### src/rtl/pipe_ctrl_pkg.sv
// Shared types for the 3-stage pipeline controller: RV32I opcodes, FSM states
// and opcode classification helpers.
package pipe_ctrl_pkg;

  typedef enum logic [6:0] {
    LOAD    = 7'b0000011,
    STORE   = 7'b0100011,
    BRANCH  = 7'b1100011,
    JAL     = 7'b1101111,
    JALR    = 7'b1100111,
    ALU_REG = 7'b0110011,
    ALU_IMM = 7'b0010011,
    LUI     = 7'b0110111,
    AUIPC   = 7'b0010111
  } opcode_e;

  typedef enum logic [1:0] {
    RUN      = 2'd0,
    MEM_WAIT = 2'd1,
    REDIRECT = 2'd2
  } pipe_state_e;

  function automatic logic is_writer(input logic [6:0] op);
    case (op)
      LUI, AUIPC, JAL, JALR, LOAD, ALU_IMM, ALU_REG: is_writer = 1'b1;
      default:                                      is_writer = 1'b0;
    endcase
  endfunction

  function automatic logic is_mem(input logic [6:0] op);
    return (op == LOAD) || (op == STORE);
  endfunction

endpackage

### src/rtl/pipe_ctrl_if.sv
// Decoder/pipeline-side signals of the hazard controller. The controller
// uses the slave modport; the pipeline datapath uses the master modport.
interface pipe_ctrl_if;
  logic       id_valid_i;
  logic [6:0] id_op_i;
  logic [4:0] id_rs1_i;
  logic [4:0] id_rs2_i;
  logic [4:0] id_rd_i;
  logic       br_taken_i;
  logic       dmem_ready_i;

  logic       stall_o;
  logic       flush_o;
  logic       pc_sel_o;
  logic       fwd_rs1_o;
  logic       fwd_rs2_o;
  logic       dmem_req_o;
  logic       wb_we_o;
  logic [4:0] wb_rd_o;

  modport master (
    output id_valid_i, id_op_i, id_rs1_i, id_rs2_i, id_rd_i, br_taken_i, dmem_ready_i,
    input  stall_o, flush_o, pc_sel_o, fwd_rs1_o, fwd_rs2_o, dmem_req_o, wb_we_o, wb_rd_o
  );

  modport slave (
    input  id_valid_i, id_op_i, id_rs1_i, id_rs2_i, id_rd_i, br_taken_i, dmem_ready_i,
    output stall_o, flush_o, pc_sel_o, fwd_rs1_o, fwd_rs2_o, dmem_req_o, wb_we_o, wb_rd_o
  );
endinterface

### src/rtl/pipe_hzd.sv
// Combinational hazard detect: classifies the MEM/WB instruction as a register
// writer and matches each ID/EX source register against its destination.
module pipe_hzd
  import pipe_ctrl_pkg::*;
(
  input  logic       wb_valid,
  input  logic [6:0] wb_op,
  input  logic [4:0] wb_rd,
  input  logic [4:0] rs1,
  input  logic [4:0] rs2,
  output logic       wb_wr,
  output logic       match1,
  output logic       match2
);

  logic [4:0] src [2];
  logic [1:0] hit;

  assign wb_wr  = is_writer(wb_op) & (wb_rd != 5'd0);
  assign src[0] = rs1;
  assign src[1] = rs2;

  // x0 is hardwired to zero, so it can never be a true dependency
  generate
    for (genvar gi = 0; gi < 2; gi++) begin : g_src
      assign hit[gi] = wb_valid & wb_wr & (src[gi] == wb_rd) & (src[gi] != 5'd0);
    end
  endgenerate

  assign match1 = hit[0];
  assign match2 = hit[1];

endmodule

### src/rtl/pipe_ctrl.sv
// Stall/flush/redirect sequencer for the IF | ID/EX | MEM/WB pipeline.
// Define PIPE_CTRL_FWD_EN to forward the WB result instead of stalling on RAW.
module pipe_ctrl
  import pipe_ctrl_pkg::*;
#(
  parameter int FLUSH_SLOTS = 2
) (
  input  logic        clk_i,
  input  logic        rst_ni,
  pipe_ctrl_if.slave  bus
);

  localparam int CW = $clog2(FLUSH_SLOTS + 1);

  pipe_state_e    state_reg;
  logic [CW-1:0]  cnt_reg;
  logic           wb_valid_reg;
  logic [6:0]     wb_op_reg;
  logic [4:0]     wb_rd_reg;

  logic wb_wr;
  logic match1;
  logic match2;
  logic dmem_req;
  logic mem_stall;
  logic in_redirect;
  logic take_br;
  logic raw_stall;

  pipe_hzd u_hzd (
    .wb_valid (wb_valid_reg),
    .wb_op    (wb_op_reg),
    .wb_rd    (wb_rd_reg),
    .rs1      (bus.id_rs1_i),
    .rs2      (bus.id_rs2_i),
    .wb_wr    (wb_wr),
    .match1   (match1),
    .match2   (match2)
  );

  assign dmem_req    = wb_valid_reg & is_mem(wb_op_reg);
  assign mem_stall   = dmem_req & ~bus.dmem_ready_i;
  assign in_redirect = (state_reg == REDIRECT);
  // A held ID/EX branch is re-presented, so it only redirects once memory is done
  assign take_br     = ~in_redirect & ~mem_stall & bus.br_taken_i & bus.id_valid_i;

`ifdef PIPE_CTRL_FWD_EN
  assign raw_stall     = 1'b0;
  assign bus.fwd_rs1_o = match1;
  assign bus.fwd_rs2_o = match2;
`else
  assign raw_stall     = ~in_redirect & ~mem_stall & ~take_br & bus.id_valid_i & (match1 | match2);
  assign bus.fwd_rs1_o = 1'b0;
  assign bus.fwd_rs2_o = 1'b0;
`endif

  // Gated by rst_ni so a taken branch presented during reset cannot leak out
  assign bus.stall_o    = rst_ni & (mem_stall | raw_stall);
  assign bus.flush_o    = rst_ni & (take_br | in_redirect);
  assign bus.pc_sel_o   = rst_ni & take_br;
  assign bus.dmem_req_o = dmem_req;
  assign bus.wb_we_o    = wb_valid_reg & wb_wr & (~dmem_req | bus.dmem_ready_i);
  assign bus.wb_rd_o    = wb_rd_reg;

  always_ff @(posedge clk_i or negedge rst_ni) begin
    if (!rst_ni) begin
      state_reg    <= RUN;
      cnt_reg      <= '0;
      wb_valid_reg <= 1'b0;
      wb_op_reg    <= 7'd0;
      wb_rd_reg    <= 5'd0;
    end else begin
      unique case (state_reg)
        REDIRECT: begin
          wb_valid_reg <= 1'b0;
          wb_op_reg    <= bus.id_op_i;
          wb_rd_reg    <= bus.id_rd_i;
          if (cnt_reg <= CW'(1)) begin
            state_reg <= RUN;
            cnt_reg   <= '0;
          end else begin
            cnt_reg <= cnt_reg - CW'(1);
          end
        end
        default: begin
          // RUN and MEM_WAIT share advance rules; MEM_WAIT just means ready is pending
          if (mem_stall) begin
            state_reg <= MEM_WAIT;
          end else begin
            wb_valid_reg <= bus.id_valid_i & ~raw_stall;
            wb_op_reg    <= bus.id_op_i;
            wb_rd_reg    <= bus.id_rd_i;
            if (take_br && (FLUSH_SLOTS > 1)) begin
              state_reg <= REDIRECT;
              cnt_reg   <= CW'(FLUSH_SLOTS - 1);
            end else begin
              state_reg <= RUN;
            end
          end
        end
      endcase
    end
  end

endmodule

### src/flat_wrapper.sv
// flat-port wrapper written by rule: the top's interface ports become plain ports
module pipe_ctrl_flat import pipe_ctrl_pkg::*;
#(
  parameter int FLUSH_SLOTS = 2
)
  (clk_i, rst_ni, bus_id_valid_i, bus_id_op_i, bus_id_rs1_i, bus_id_rs2_i, bus_id_rd_i, bus_br_taken_i, bus_dmem_ready_i, bus_stall_o, bus_flush_o, bus_pc_sel_o, bus_fwd_rs1_o, bus_fwd_rs2_o, bus_dmem_req_o, bus_wb_we_o, bus_wb_rd_o);
  pipe_ctrl_if bus_i ();
  input  logic clk_i;
  input  logic rst_ni;
  input wire logic [$bits(bus_i.id_valid_i)-1:0] bus_id_valid_i;
  input wire logic [$bits(bus_i.id_op_i)-1:0] bus_id_op_i;
  input wire logic [$bits(bus_i.id_rs1_i)-1:0] bus_id_rs1_i;
  input wire logic [$bits(bus_i.id_rs2_i)-1:0] bus_id_rs2_i;
  input wire logic [$bits(bus_i.id_rd_i)-1:0] bus_id_rd_i;
  input wire logic [$bits(bus_i.br_taken_i)-1:0] bus_br_taken_i;
  input wire logic [$bits(bus_i.dmem_ready_i)-1:0] bus_dmem_ready_i;
  output wire logic [$bits(bus_i.stall_o)-1:0] bus_stall_o;
  output wire logic [$bits(bus_i.flush_o)-1:0] bus_flush_o;
  output wire logic [$bits(bus_i.pc_sel_o)-1:0] bus_pc_sel_o;
  output wire logic [$bits(bus_i.fwd_rs1_o)-1:0] bus_fwd_rs1_o;
  output wire logic [$bits(bus_i.fwd_rs2_o)-1:0] bus_fwd_rs2_o;
  output wire logic [$bits(bus_i.dmem_req_o)-1:0] bus_dmem_req_o;
  output wire logic [$bits(bus_i.wb_we_o)-1:0] bus_wb_we_o;
  output wire logic [$bits(bus_i.wb_rd_o)-1:0] bus_wb_rd_o;
  assign bus_i.id_valid_i = bus_id_valid_i;
  assign bus_i.id_op_i = bus_id_op_i;
  assign bus_i.id_rs1_i = bus_id_rs1_i;
  assign bus_i.id_rs2_i = bus_id_rs2_i;
  assign bus_i.id_rd_i = bus_id_rd_i;
  assign bus_i.br_taken_i = bus_br_taken_i;
  assign bus_i.dmem_ready_i = bus_dmem_ready_i;
  assign bus_stall_o = bus_i.stall_o;
  assign bus_flush_o = bus_i.flush_o;
  assign bus_pc_sel_o = bus_i.pc_sel_o;
  assign bus_fwd_rs1_o = bus_i.fwd_rs1_o;
  assign bus_fwd_rs2_o = bus_i.fwd_rs2_o;
  assign bus_dmem_req_o = bus_i.dmem_req_o;
  assign bus_wb_we_o = bus_i.wb_we_o;
  assign bus_wb_rd_o = bus_i.wb_rd_o;
  pipe_ctrl #(.FLUSH_SLOTS(FLUSH_SLOTS)) u_core (.clk_i(clk_i), .rst_ni(rst_ni), .bus(bus_i));
endmodule
### config.mk
export PLATFORM = sky130hd
export DESIGN_NAME = pipe_ctrl_flat
export DESIGN_NICKNAME = d
export VERILOG_FILES = /design/src/rtl/pipe_ctrl_pkg.sv /design/src/rtl/pipe_ctrl_if.sv /design/src/rtl/pipe_hzd.sv /design/src/rtl/pipe_ctrl.sv /design/src/flat_wrapper.sv
export SDC_FILE = /design/constraint.sdc
export NUM_CORES = 1
export LEC_CHECK = 0
export BUFFER_PORTS_ARGS = -buffer_cell sky130_fd_sc_hd__buf_2
export CAP_MARGIN = 10
export CORE_MARGIN = 10
export CORE_UTILIZATION = 45
export CTS_CLUSTER_SIZE = 20
export DETAILED_ROUTE_END_ITERATION = 16
export MAX_ROUTING_LAYER = met4
export PLACE_DENSITY = 0.73
export SETUP_SLACK_MARGIN = 0.1
export SYNTH_ARGS = -nofsm -noshare
export SYNTH_HDL_FRONTEND = slang
export SYNTH_SLANG_ARGS = --single-unit
### constraint.sdc
create_clock -name clk_i -period 4.5 [get_ports clk_i]
set_input_delay 0.9 -clock clk_i [delete_from_list [all_inputs] [get_ports clk_i]]
set_output_delay 0.9 -clock clk_i [all_outputs]
set_load 0.005 [all_outputs]
==> flow_metrics.env <==
export IMPL_status="completed"
export IMPL_syn_area_per_cell_um2=11.5
export IMPL_setup_viol=0
export IMPL_path_max_fanout=2
export IMPL_setup_tns_final_ns=0
export IMPL_maxCapViolCount=0
export IMPL_grtUsageMet2_pct=15.7
export IMPL_synthToLayoutAreaGrowth_pct=22.7
export IMPL_finalNetCount=148
export IMPL_worstMarginPinSlew_ns=0.645
export IMPL_root_buffer="clkbuf_4"
export IMPL_initialDrtViolationCount=53
export IMPL_gp_congestion=0.766
export IMPL_final_hold_viol_count=0
export IMPL_wl_per_cell_um=14.1
export IMPL_antenna_found_initial=0
export IMPL_critPathLaunchType="input port"
export IMPL_drt_first_pass_iters=4
export IMPL_ys_seq_elements=17
export IMPL_max_clock_freq_mhz=343
export IMPL_p_leak_nw=0.551
export IMPL_regToRegSetupSlack_ns=2.80
export IMPL_placementRows=16
export IMPL_drc=0
export IMPL_rsz0062_at_grt="false"
export IMPL_stdcell_area_um2=1150
export IMPL_die_area_um2=4320
export IMPL_slew_violations=0
export IMPL_synth_cells=82
export IMPL_dp_hpwl_mm=1.70
export IMPL_vdd_drop_max_uv=198
export IMPL_path_clk_slew_ns=0.10
export IMPL_ios=39
export IMPL_reg2regPathDepth=5
export IMPL_final_common_cell="buf_2"
export IMPL_grt_use_met1_pct=10.8
export IMPL_cp_required_ns=3.60
export IMPL_max_slew_margin_pct=56.9
export IMPL_powerDensity_nw_per_um2=257
export IMPL_syn_area_um2=941
export IMPL_fin_crit_ns=2.91
export IMPL_cp_end_kind="output pin"
export IMPL_post_cts_resized=0
export IMPL_worstSetupPathType="in -> out"
export IMPL_cts_tree="done"
export IMPL_antennaDiodeCount=0
export IMPL_grt_pass1_vias=791
export IMPL_track_usage_pct=10.3
export IMPL_numClockSinks=17
export IMPL_timing_rr_start="u_core.wb_op_reg[6]"
export IMPL_clockBufferDepth=2
export IMPL_cts_htree_levels=1
export IMPL_rr_endpoint="u_core.bus.wb_rd_o[3]"
export IMPL_cts_setup_buffers=0
export IMPL_grt_overflow_total=0
export IMPL_fp_dieH_um=65.7
export IMPL_ant_nets=0
export IMPL_placed_cell_area_um2=1130
export IMPL_core_area_um2=1980
export IMPL_synth_warnings=0
export IMPL_ys_seq_area_share_pct=45.2
export IMPL_use_met3_pct=4.58
export IMPL_grt_pass1_wl_mm=3.39
export IMPL_insertion_delay_ns=0.29
export IMPL_critPathArrivalTime_ns=2.01
export IMPL_layout_common_cells="buf_2 (36), dfrtp_1 (17), xnor2_1 (7), nor2b_1 (6)"
export IMPL_netlist_cell_type_count=37
export IMPL_hold_class="in -> async"
export IMPL_routed_via_density=5.02
export IMPL_cts_hold_buf=0
export IMPL_num_vias=738
export IMPL_numPortBuffers=36
export IMPL_skew_ns=0.00768
export IMPL_top_usage_layer="met2"
export IMPL_wl_mm=2.08
export IMPL_cts_buffers=3
export IMPL_fin_crit_sh_pct=64.8
export IMPL_initial_core_util_pct=47.5
export IMPL_drive_gt1_share_pct=45.0
export IMPL_largest_register_ffs=7
export IMPL_grt_max_degree=21
export IMPL_die_w_um=65.7
-- cell type report --
| class | count | area, um2 |
|---|---|---|
| clock buffers | 4 | 26.3 |
| fillers | 171 | 827 |
| inverters | 2 | 7.51 |
| multi-input cells | 61 | 482 |
| flip-flops and latches | 17 | 425 |
| well taps | 27 | 33.8 |
| repair buffers | 36 | 180 |
-- worst max-delay path by stage --
| stage | start | endpoint | slack, ns |
|---|---|---|---|
| 3_5_place_dp | bus_id_rs1_i[4] | bus_stall_o | 1.62 |
| 4_1_cts | bus_id_rs1_i[4] | bus_stall_o | 1.62 |
| 3_3_place_gp | bus_id_rs1_i[4] | bus_stall_o | 1.62 |
| 2_1_floorplan | bus_id_rs1_i[4] | bus_stall_o | 1.96 |
| 5_1_grt | bus_id_rs1_i[4] | bus_stall_o | 1.49 |
| 6_report | bus_id_rs1_i[4] | bus_stall_o | 1.59 |
-- report_power, final --
part / total [mW] / switching, mW / internal [mW]
sequential: 0.169 / 0.00860 / 0.161
clock: 0.0806 / 0.0461 / 0.0345
combinational: 0.0474 / 0.0210 / 0.0264
-- synthesized netlist by cell type (all sizes together) --
cell type	instances	area share, %
dfrtp	17	45
xnor2	7	6.5
mux2	6	8.0
nor2b	6	4.0
nor2	5	4.5
nand2	4	1.6
buf	3	3.2
nand2b	3	2.8
nand3	3	2.1
a21oi	2	1.1
inv	2	0.80
nor4b	2	3.5
o21ai	2	1.1
o22ai	2	1.3
or2	2	1.3
xor2	2	1.9
a21o	1	0.80
a31oi	1	0.67
and2	1	0.67
and3	1	0.67
conb	1	0.40
nand4	1	0.67
nor3	1	0.53
nor3b	1	0.80
nor4	1	0.67
nor4bb	1	1.1
o211ai	1	1.3
o31ai	1	0.80
o41ai	1	0.93
or4	1	1.2
-- logic make-up after synthesis --
| logic type | synth area share, % |
|---|---|
| compound gates | 7.98 |
| xor+xnor | 8.38 |
| buf+inv | 3.99 |
| flops | 45.2 |
| mux | 7.98 |
| other cells | 0.399 |
| simple gates | 26.1 |
-- routing by layer --
metal  wire length, um  vias up
li1                  -      358
met1               911      343
met2               896       33
met3               217        4
met4                54        0
met5                 0        -
-- stage by stage --
stage / power, mW / setup WS (ns) / hold slack, ns / instances / util [%]
2_1_floorplan: 0.197 / 1.96 / 0.459 / 83 / -
3_3_place_gp: 0.218 / 1.62 / 0.488 / 143 / 56.9
3_5_place_dp: 0.220 / 1.62 / 0.500 / 143 / 56.9
4_1_cts: 0.300 / 1.62 / 0.512 / 147 / 58.3
5_1_grt: 0.313 / 1.49 / 0.537 / 147 / 58.3
6_report: 0.297 / 1.59 / 0.515 / 147 / 58.3
-- worst max-delay path, cell delays in order --
cell and delay, ns:
buf_2 0.11, xnor2_1 0.13, nand3_1 0.11, nor4_1 0.33, o211ai_2 0.13, o22ai_1 0.16, buf_2 0.14
No activity file was read; power rests on OpenSTA's default activity.
